**config.mk**
```make
export PLATFORM = sky130hd
export DESIGN_NAME = txdata_ctrl
export DESIGN_NICKNAME = d
export VERILOG_FILES = /design/src/rtl/txdata_ctrl.sv
export SDC_FILE = /design/constraint.sdc
export NUM_CORES = 1
export LEC_CHECK = 0
export ABC_AREA = 1
export CAP_MARGIN = 20
export CORE_MARGIN = 2
export CORE_UTILIZATION = 40
export CTS_BUF_LIST = sky130_fd_sc_hd__clkbuf_16
export CTS_CLUSTER_SIZE = 20
export DETAILED_ROUTE_END_ITERATION = 10
export PLACE_DENSITY_LB_ADDON = 0.3
export SYNTH_ARGS = -nofsm -noshare
export SYNTH_HDL_FRONTEND = slang
export SYNTH_SLANG_ARGS = --single-unit
```
**constraint.sdc**
```tcl
create_clock -name clk -period 3 [get_ports clk]
set_clock_uncertainty 0.2 [all_clocks]
set_input_delay 0.6 -clock clk [delete_from_list [all_inputs] [get_ports clk]]
set_output_delay 0.6 -clock clk [all_outputs]
set_load 0.01 [all_outputs]
```
**src/rtl/txdata_ctrl.sv**
```systemverilog
// txdata_ctrl: serializer/driver bring-up sequencer and mission data mux.
// Define TXDATA_CTRL_PRBS_EN for PRBS7 training words (default 0101...).
`ifndef SERDES_STAGES
`define SERDES_STAGES 4
`endif
`ifndef DRIVER_CTL_BITS
`define DRIVER_CTL_BITS 4
`endif
`ifndef DCDL_CTRL_BITWIDTH
`define DCDL_CTRL_BITWIDTH 8
`endif

module txdata_ctrl #(
  parameter int DW       = 2**`SERDES_STAGES,
  parameter int DRV_BITS = `DRIVER_CTL_BITS,
  parameter int DL_BITS  = `DCDL_CTRL_BITWIDTH,
  parameter int RST_CYC  = 8,
  parameter int EN_CYC   = 4
) (
  input  logic                clk,
  input  logic                rst,
  input  logic                en,
  input  logic                cfg_load,
  input  logic [DRV_BITS-1:0] cfg_pu_ctl,
  input  logic [DRV_BITS-1:0] cfg_pd_ctlb,
  input  logic [DL_BITS-1:0]  cfg_dl_ctrl,
  input  logic [7:0]          train_len,
  input  logic [DW-1:0]       in_data,
  input  logic                in_valid,
  output logic                in_ready,
  output logic [DW-1:0]       din,
  output logic                ser_rstb,
  output logic                driver_en,
  output logic                driver_enb,
  output logic [DRV_BITS-1:0] pu_ctl,
  output logic [DRV_BITS-1:0] pd_ctlb,
  output logic [DL_BITS-1:0]  dl_ctrl,
  output logic                link_up
);

  localparam int MAXA = (RST_CYC > EN_CYC) ? RST_CYC : EN_CYC;
  localparam int MAXC = (MAXA > 255) ? MAXA : 255;
  localparam int CW   = $clog2(MAXC + 1);

  typedef enum logic [2:0] {
    OFF, SRST, DRVON, MARK, TRAIN, ACTIVE
  } state_t;

  state_t        state, state_n;
  logic [CW-1:0] cnt, cnt_n, cnt_inc;
  logic [7:0]    tl, tl_n;
  logic [DW-1:0] din_n, train_w;
  logic          drv_on_n;

  assign cnt_inc = cnt + 1'b1;

`ifdef TXDATA_CTRL_PRBS_EN
  logic [6:0] lfsr, lfsr_adv;

  // x^7+x^6+1, one word of bits per TRAIN cycle, bit 0 first
  always_comb begin
    lfsr_adv = lfsr;
    train_w  = '0;
    for (int b = 0; b < DW; b++) begin
      train_w[b] = lfsr_adv[6] ^ lfsr_adv[5];
      lfsr_adv   = {lfsr_adv[5:0], train_w[b]};
    end
  end

  always_ff @(posedge clk) begin
    if (rst)
      lfsr <= 7'h7F;
    else if (state_n == MARK)
      lfsr <= 7'h7F;
    else if (state_n == TRAIN)
      lfsr <= lfsr_adv;
  end
`else
  always_comb begin
    train_w = '0;
    for (int b = 0; b < DW; b++)
      train_w[b] = (b % 2 == 0);
  end
`endif

  always_comb begin
    state_n = state;
    cnt_n   = cnt;
    tl_n    = tl;
    unique case (state)
      OFF: begin
        if (en) begin
          state_n = SRST;
          cnt_n   = '0;
        end
      end
      SRST: begin
        if (cnt_inc == CW'(RST_CYC)) begin
          state_n = DRVON;
          cnt_n   = '0;
        end else begin
          cnt_n = cnt_inc;
        end
      end
      DRVON: begin
        if (cnt_inc == CW'(EN_CYC)) begin
          state_n = MARK;
          cnt_n   = '0;
          tl_n    = train_len;
        end else begin
          cnt_n = cnt_inc;
        end
      end
      MARK: begin
        if (tl != 8'd0)
          state_n = TRAIN;
        else
          state_n = ACTIVE;
      end
      TRAIN: begin
        if (cnt_inc == CW'(tl)) begin
          state_n = ACTIVE;
          cnt_n   = '0;
        end else begin
          cnt_n = cnt_inc;
        end
      end
      ACTIVE: ;
      default: state_n = OFF;
    endcase
    if (state != OFF && !en) begin
      state_n = OFF;
      cnt_n   = '0;
    end
  end

  // Outputs describe the state being entered, so they register with it
  always_comb begin
    din_n = '0;
    unique case (state_n)
      MARK:    din_n = '1;
      TRAIN:   din_n = train_w;
      ACTIVE:  if (state == ACTIVE && in_valid) din_n = in_data;
      default: din_n = '0;
    endcase
  end

  assign drv_on_n = !(state_n inside {OFF, SRST});

  always_ff @(posedge clk) begin
    if (rst) begin
      state      <= OFF;
      cnt        <= '0;
      tl         <= '0;
      din        <= '0;
      ser_rstb   <= 1'b0;
      driver_en  <= 1'b0;
      driver_enb <= 1'b1;
      in_ready   <= 1'b0;
      link_up    <= 1'b0;
      pu_ctl     <= '0;
      pd_ctlb    <= '1;
      dl_ctrl    <= '0;
    end else begin
      state      <= state_n;
      cnt        <= cnt_n;
      tl         <= tl_n;
      din        <= din_n;
      ser_rstb   <= drv_on_n;
      driver_en  <= drv_on_n;
      driver_enb <= !drv_on_n;
      in_ready   <= (state_n == ACTIVE);
      link_up    <= (state_n == ACTIVE);
      if (state == OFF && cfg_load) begin
        pu_ctl  <= cfg_pu_ctl;
        pd_ctlb <= cfg_pd_ctlb;
        dl_ctrl <= cfg_dl_ctrl;
      end
    end
  end

endmodule

```
* Yosys cells after proc, flatten, opt, wreduce, memory -nomap -nowiden
Cells that the tools add are included.
W data, S select, Z words.
** Operators by class
- $add $sub $neg :: 1
- Multiplexer cells :: 14
- Reduce and logical (&&, ||, !) cells :: 14
- Eq/ne operators :: 13
** Operators by type and width (count)
- $pmux W16 S3 :: 1
- $mux W8 :: 4
- $pmux W8 S4 :: 1
- $pmux W3 S6 :: 1
- $mux W16 :: 1
- $mux W3 :: 5
- $eq A3 B3 Y1 const B :: 4
- $eq A3 B2 Y1 const B :: 3
- $add A8 B1 Y8 const B :: 1
- $eq A8 B3 Y1 const B :: 1
- $eq A8 B4 Y1 const B :: 1
- $eq A8 B8 Y1 :: 1
- $reduce_bool A8 Y1 :: 1
- $eq A3 B1 Y1 const B :: 2
- $logic_not A3 Y1 :: 2
- $reduce_and A2 Y1 :: 2
- $reduce_bool A4 Y1 :: 1
- $logic_and A1 B1 Y1 :: 3
- $reduce_bool A3 Y1 :: 1
- $logic_not A1 Y1 :: 2
- $ne A2 B2 Y1 const B :: 1
- $reduce_bool A2 Y1 :: 1
- $reduce_or A2 Y1 :: 1
- $mux W1 :: 1
** Storage, ports and cells
- Output and inout bits :: 37
- Word-level logic and storage cells :: 52
- Bits in registers :: 54

* Longest topological paths before layout
Gate-level depths: netlist of run 1.
- Depth after elaboration :: 8
- Gate-level depth with buffers :: 15
- Depth with buffers taken out :: 15

* Least setup slack after synthesis of run 1
Ideal clock, no wire load.
- Path type :: reg2reg
- Start point :: register cnt[0]
- End point :: register din[0]
- Cell stages (with the launch flop) :: 14
- Buffers on the path :: 1
- Data arrival time :: 1830 ps
- Path slack :: 850 ps
- Period minus slack after synthesis :: 2150 ps
- Data required time :: 2679 ps
- Setup time :: 121 ps
- Cell sequence :: dfxtp_1 ha_1 nand3_2 o21ai_2 nand2_2 nor2_4 nand3_2 nor2_4 nor2_2 nand2_2 buf_6 nand2_4 nand2_4 nand3_1
** On the way
- Cells in the longest elaborated chain, start to end :: 7
** RTL lines
- from (decl) :: line 50 : logic [CW-1:0] cnt, cnt_n, cnt_inc;
- from (signal assigned) :: line 166 : cnt <= cnt_n;
- $add A8 B1 Y8 (*) :: line 55 : assign cnt_inc = cnt + 1'b1;
- $eq A8 B8 Y1, or another cell as far along :: line 121 : if (cnt_inc == CW'(tl)) begin
- $mux W3 (on tied branches) :: line 121, 106, 98
- $pmux W3 S6 (*) :: line 90 : unique case (state)
- $mux W3 (*) :: line 131 : if (state != OFF && !en) begin
- $eq A3 B3 Y1 / $eq A3 B2 Y1 (equally long branches) :: line 140 : unique case (state_n)
- $pmux W16 S3 (*) :: line 140
- to (signal assigned) :: line 168 : din <= din_n;
- to (decl) :: line 31 : output logic [DW-1:0] din,
Every way passes the cells marked *; elsewhere a longest branch is shown, timed or not.
A chain may end at the register's enable or synchronous reset.

* Worst setup path after layout of run 1
- Start point :: register cnt[0]
- End point :: register din[11]
The elaborated chain is that of the path after synthesis.

==> results.yml, run 1 <==
cts:
  cts-buffers-inserted: 5
  ctsHoldBuffers: 0
  cts-root-buf: "clkbuf_16"
  post-cts-setup-buffers: 0
  cts_resized: 0
  cts.sinks: 54
  cts-htree-levels: 2
  tritoncts: "yes"
  cts.reportedPaths.clkPinSlew_ns: 0.07
  clockBufferDepth: 2
  clk_latency_ns: 0.29
layout:
  fin_util_pct: 57.3
  nNetsFinal: 489
  layout.cells.non_filler: 521
  drive_above_1_share_pct: 7.88
  fillers: 600
  area_delta_synth_final_pct: 40.2
  n_antenna_cell: 0
route:
  vias: 2503
  firstDrtPassIters: 4
  ant_nets: 0
  drt-initial-drc-count: 160
  wl_um: 6380
  drc: 0
  via_per_inst: 4.80
  wl_per_cell_um: 12.2
global_route:
  grt_pass1_vias: 2413
  grtUsageTotal_pct: 18.9
  antenna_found_initial: 0
  grt-ovfl-total: 0
  grt_max_degree: 17
  grt_pass1_wl_um: 10900
sta:
  timing.hold.ws_ns: 0.265
  worst_slack_ns: 0.367
  rsz0062_at_grt: "false"
  period_share_pct: 87.8
  hold_violations: 0
  finalMaxSlewViolations: 0
  fin_crit_ns: 2.63
  maxSlewHeadroom_pct: 67.6
  fin_tns_setup_ns: 0
  setup_viol: 0
  fmax_mhz: 380
  worstMarginPinSlew_ns: 0.483
pwr:
  p_comb_share_pct: 12.9
  p_per_area_nw_per_um2: 420
  vdd_drop_max_mv: 0.304
  intPower_w: 0.00115
  p_switching_w: 0.000355
  seqPwrFrac_pct: 49.8
  swShare_pct: 23.7
  p_clk_share_pct: 37.4
  p_leak_nw: 1.55
worst_hold_path:
  hold_path_startpoint: "dl_ctrl[7]$_SDFFE_PP0P_"
  hold-path-endpoint: "dl_ctrl[7]$_SDFFE_PP0P_"
  min_delay_path_depth: 2
  hp-class: "reg2reg"
critical_path:
  r2r_end: "din[11]$_SDFF_PP0_"
  r2r-start: "cnt[0]$_SDFFE_PP0P_"
  cp_data_arrival_time_ns: 2.65
  critical-path-top-delay-family: "simple AND/OR/NAND/NOR gates"
  path_buf_inv: 0
  slowest_delay_ns: 0.43
  worstSetupPathDepth: 10
  slowest_stage: "dfxtp_1"
  cp_common_cell: "nand3_2"
  worstSetupPathType: "reg2reg"
  start_kind: "register"
  r2r_cells: 10
  cp_cell_sequence: "ha_1 > nand3_2 > xnor2_1 > nor2_1 > nand3_2 > nor2_4 > nor2_2 > nand2_2 > nand3_2 > o21ai_1"
  critPathMaxFanout: 16
  cp-end-kind: "register"
  r2r_setup_slack_ns: 0.37
  cp.required_ns: 3.01
synthesis:
  yosys.area.top_type_share_pct: 42.4
  synthesis.nets: 408
  synth_flop_cell: "dfxtp_1"
  async_flop_share_pct: 0
  synthCells: 362
  syn_area_um2: 2550
  yosysWarnings: 0
  synth_most_common_cell: "nand2_1"
  syn_avg_cell_area_um2: 7.05
  synth-edff-count: 0
  seq_area_frac_synth_pct: 42.4
  yosysTopAreaCell: "dfxtp_1"
  ys_top_cells_by_count: "nand2_1, dfxtp_1, inv_1, nand3_1, nor2_1"
  synth_seq_cells: 54
  synth.top_cells.by_area: "dfxtp_1, nand2_1, nand3_1"
  ys_types: 31
placed_design:
  placed_cells: 513
  dp.final_hpwl_um: 4870
  finalWeightedCongestion: 0.992
  port_buffers: 81
  pre_cts_ws_ns: 0.405
status:
  status: "complete, no violations"
die:
  fp-row-count: 29
  ioPinCount: 82
  die_y_um: 83.9
  dieArea_um2: 7030
  die_w_um: 83.9
  core_um2: 6240
  start_util_pct: 40.9
job:
  max_cap_violations: 0
==> per-layer routing <==
metal  track usage, %  wire, um  share of wire (%)  vias up
li1                 -         -                  -     1324
met5                0         0                  0        -
met4             5.13        54               0.85        0
met2             30.9      2950                 46       71
met3             3.86       380                6.0        5
met1             25.3      3000                 47     1103
==> sequential cells by signal, summed over array words and instances, names as in the netlist <==
register,count
driver_enb,1
dl_ctrl,8
tl,8
link_up,1
pu_ctl,4
pd_ctlb,4
cnt,8
driver_en,1
state,3
din,16
==> tightest hold or removal path, delay by kind of cell, from the launching register on <==
kind / cells / cell delay, ns
AOI/OAI and AO/OA: 1 / 0.06
DFF: 1 / 0.31
and+or+nand+nor: 1 / 0.06
==> cells by family (layout without fill, tap and decap cells) <==
| logic type | after synthesis | after routing | share of synthesized area (%) |
|---|---|---|---|
| AND/OR/NAND/NOR | 206 | 206 | 37.9 |
| buffers and inverters | 58 | 140 | 9.51 |
| flip-flops | 54 | 54 | 42.4 |
| AO/OA/AOI/OAI | 39 | 39 | 8.39 |
| XOR/XNOR | 4 | 4 | 1.37 |
| adder cells (fa/ha/maj) | 1 | 1 | 0.490 |
==> metrics by stage <==
stage               power [W]  area [um2]
CTS                   0.00151        3580
global route          0.00156        3580
global placement     0.000954        3430
floorplan            0.000851        2550
finish                0.00150        3580
detailed placement   0.000956        3430
==> power groups by stage <==
stage / Sequential [W] / Clock [W] / Combinational (W)
finish: 0.000747 / 0.000560 / 0.000193
global placement: 0.000762 / 0 / 0.000193
global route: 0.000749 / 0.000601 / 0.000213
detailed placement: 0.000763 / 0 / 0.000193
floorplan: 0.000769 / 0 / 0.0000820
CTS: 0.000746 / 0.000574 / 0.000194
==> final cells by class <==
type,count,area [um2],area share [%]
Multi-Input combinational cell,250,1230,34.3
Inverter,44,165,4.62
Tap cell,77,96.3,2.69
Clock buffer,5,125,3.50
Sequential cell,54,1080,30.2
Clock inverter,3,17.5,0.490
Timing Repair Buffer,88,863,24.1
==> cells in the final DEF (no fill, tap or decap) <==
cell type | netlist | routed
clkinv_2 | 0 | 1
nor2_1 | 40 | 40
a211oi_1 | 1 | 1
nand2_1 | 83 | 83
xor2_1 | 2 | 2
nor2_4 | 2 | 2
o21ai_1 | 6 | 6
o21ai_0 | 12 | 12
nand3_4 | 1 | 1
clkbuf_16 | 0 | 5
nor3_1 | 11 | 11
a21oi_1 | 15 | 15
nor3_2 | 2 | 2
ha_1 | 1 | 1
clkdlybuf4s50_1 | 0 | 81
nor2_2 | 3 | 3
inv_2 | 1 | 1
xnor2_1 | 2 | 2
inv_1 | 43 | 44
buf_4 | 2 | 7
o21ai_2 | 3 | 3
and2_1 | 1 | 1
nand2_2 | 4 | 4
nand4_1 | 11 | 11
dfxtp_1 | 54 | 54
nor3b_1 | 1 | 1
nand3_1 | 42 | 42
nand2_4 | 2 | 2
clkinv_4 | 0 | 1
o21bai_1 | 2 | 2
nand3_2 | 3 | 3
==> worst max path at each step <==
stage / startpoint / to / slack [ns]
global placement: cnt[0]$_SDFFE_PP0P_ / din[0]$_SDFF_PP0_ / 0.50
finish: cnt[0]$_SDFFE_PP0P_ / din[11]$_SDFF_PP0_ / 0.37
CTS: cnt[0]$_SDFFE_PP0P_ / din[2]$_SDFF_PP0_ / 0.38
global route: cnt[0]$_SDFFE_PP0P_ / din[11]$_SDFF_PP0_ / 0.12
floorplan: cnt[0]$_SDFFE_PP0P_ / din[0]$_SDFF_PP0_ / 0.85
detailed placement: cnt[0]$_SDFFE_PP0P_ / din[2]$_SDFF_PP0_ / 0.40
(Power assumes the default switching activity.)
==> inputs of run 2 (changes only) <==
--- a/config.mk
+++ b/config.mk
@@ -13,6 +13,7 @@
 export CTS_CLUSTER_SIZE = 20
 export DETAILED_ROUTE_END_ITERATION = 10
 export PLACE_DENSITY_LB_ADDON = 0.3
+export SKIP_LAST_GASP = 1
 export SYNTH_ARGS = -nofsm -noshare
 export SYNTH_HDL_FRONTEND = slang
 export SYNTH_SLANG_ARGS = --single-unit
==> results of run 2 <==
Same layout as run 1: the final DEF is identical, and so are final timing and power.
==> inputs of run 3 (changes only) <==
--- a/config.mk
+++ b/config.mk
@@ -7,11 +7,13 @@
 export LEC_CHECK = 0
 export ABC_AREA = 1
 export CAP_MARGIN = 20
+export CORE_ASPECT_RATIO = 0.6
 export CORE_MARGIN = 2
 export CORE_UTILIZATION = 40
 export CTS_BUF_LIST = sky130_fd_sc_hd__clkbuf_16
 export CTS_CLUSTER_SIZE = 20
 export DETAILED_ROUTE_END_ITERATION = 10
+export DONT_BUFFER_PORTS = 1
 export PLACE_DENSITY_LB_ADDON = 0.3
 export SKIP_LAST_GASP = 1
 export SYNTH_ARGS = -nofsm -noshare
==> constraint.sdc (replaced) <==
create_clock -name clk -period 2.5 [get_ports clk]
set_clock_uncertainty 0.2 [all_clocks]
set_input_delay 0.5 -clock clk [delete_from_list [all_inputs] [get_ports clk]]
set_output_delay 0.5 -clock clk [all_outputs]
set_load 0.01 [all_outputs]
==> results.yml, run 3 (synthesized netlist as in run 1, its figures left out) <==
route:
  via_per_inst: 5.11
  wl_um: 6180
  firstDrtPassIters: 4
  wl_per_cell_um: 13.6
  drc: 0
  vias: 2322
  ant_nets: 0
  drt-initial-drc-count: 272
die:
  ioPinCount: 82
  dieArea_um2: 7050
  die_y_um: 65.9
  die_w_um: 107
  core_um2: 6140
  start_util_pct: 41.6
  fp-row-count: 22
cts:
  ctsHoldBuffers: 0
  cts-root-buf: "clkbuf_16"
  cts.sinks: 54
  cts-htree-levels: 2
  cts-buffers-inserted: 5
  clk_latency_ns: 0.28
  tritoncts: "yes"
  cts.reportedPaths.clkPinSlew_ns: 0.07
  clockBufferDepth: 2
placed_design:
  dp.final_hpwl_um: 4660
  port_buffers: 0
  finalWeightedCongestion: 1.00
critical_path:
  path_buf_inv: 0
  slowest_delay_ns: 0.39
  cp.required_ns: 2.47
  cp-end-kind: "register"
  slowest_stage: "dfxtp_2"
  cp_cell_sequence: "ha_2 > nand3_2 > xnor2_1 > nand2_1 > nand2_1 > nor2_1 > nand4_1 > nand2_4 > nand2_4 > nand2_4 > nand3_1"
  worstSetupPathType: "reg2reg"
  cp_common_cell: "nand2_4"
  critPathLaunch: "cnt[0]$_SDFFE_PP0P_"
  critical-path-top-delay-family: "simple AND/OR/NAND/NOR gates"
  critPathMaxFanout: 8
  r2r-start: "cnt[0]$_SDFFE_PP0P_"
  cp_data_arrival_time_ns: 2.28
  start_kind: "register"
layout:
  area_delta_synth_final_pct: 12.2
  drive_above_1_share_pct: 12.7
  final_cell_mix: "nand2_1, dfxtp_1, inv_1"
  top_register: "din"
  mostFrequentLayoutCell: "nand2_1"
  n_antenna_cell: 0
  nNetsFinal: 415
  largest_reg_flops: 16
worst_hold_path:
  hp-class: "in2reg"
  hold_path_startpoint: "rst"
global_route:
  antenna_found_initial: 0
  grt_max_degree: 18
  grt-ovfl-total: 0
  grtUsageTotal_pct: 17.0
  grt_pass1_wl_um: 9340
  grt_pass1_vias: 1964
sta:
  worstMarginPinSlew_ns: 0.540
  hold_violations: 0
  period_share_pct: 92.6
  finalMaxSlewViolations: 0
  setup_viol: 0
  fin_crit_ns: 2.31
  fmax_mhz: 432
  maxSlewHeadroom_pct: 64.0
  fin_tns_setup_ns: 0
pwr:
  vdd_drop_max_mv: 0.263
  p_leak_nw: 1.27
  finalPower_w: 0.00169
  p_per_area_nw_per_um2: 591
job:
  max_cap_violations: 0
status:
  status: "complete, no violations"
run 3: path summary, 6_finish.rpt:
check                      endpoint  slack, ns  cells past startpoint
min reg2reg  pu_ctl[3]$_SDFFE_PP0P_       0.30                      2
max reg2reg       din[0]$_SDFF_PP0_       0.19                     11
max               din[0]$_SDFF_PP0_       0.19                     11
min          pu_ctl[2]$_SDFFE_PP0P_       0.08                      1
run 3: report_power, final:
group / total (W) / internal, W / switching (W)
Clock: 0.000657 / 0.000366 / 0.000291
Sequential: 0.000907 / 0.000882 / 0.0000249
Combinational: 0.000128 / 0.0000421 / 0.0000855
run 3: metrics by stage:
| stage | hold slack [ns] | area, um2 | cells | utilization [%] | worst slack [ns] |
|---|---|---|---|---|---|
| after floorplan | 0.269 | 2550 | 362 | - | 0.350 |
| after global routing | 0.0643 | 2860 | 454 | 46.6 | -0.00433 |
| after global placement | 0.295 | 2660 | 443 | 43.4 | 0.0482 |
| after detailed placement | 0.296 | 2660 | 443 | 43.4 | -0.0570 |
| final | 0.0774 | 2860 | 454 | 46.6 | 0.186 |
| after CTS | 0.0737 | 2810 | 451 | 45.8 | 0.0263 |
run 3: worst register-to-register path: cells and delay by family (launching register included):
kind / cells / cell delay [ns]
simple gates: 9 / 1.19
flops: 1 / 0.39
xor+xnor: 1 / 0.19
fa+ha+maj: 1 / 0.22
run 3: repair_timing:
action                     CTS  global route
setup endpoints to repair   16            21
pin swaps                    0             3
buffers inserted             0             1
cloned                       0             2
resized for setup            1             8
run 3: final cells by class:
class	instances	area, um2
Clock buffer	5	125
Clock inverter	3	16.3
Fill cell	630	3280
Inverter	44	165
Multi-Input combinational cell	252	1280
Sequential cell	54	1080
Tap cell	84	105
Timing Repair Buffer	12	90.1
run 3: layer usage:
metal,share of wire (%),global-route usage [%],vias to the layer above
li1,-,-,1179
met1,50,25.5,1024
met2,37,22.2,112
met3,13,6.90,7
met4,0.68,3.90,0
met5,0,0,-
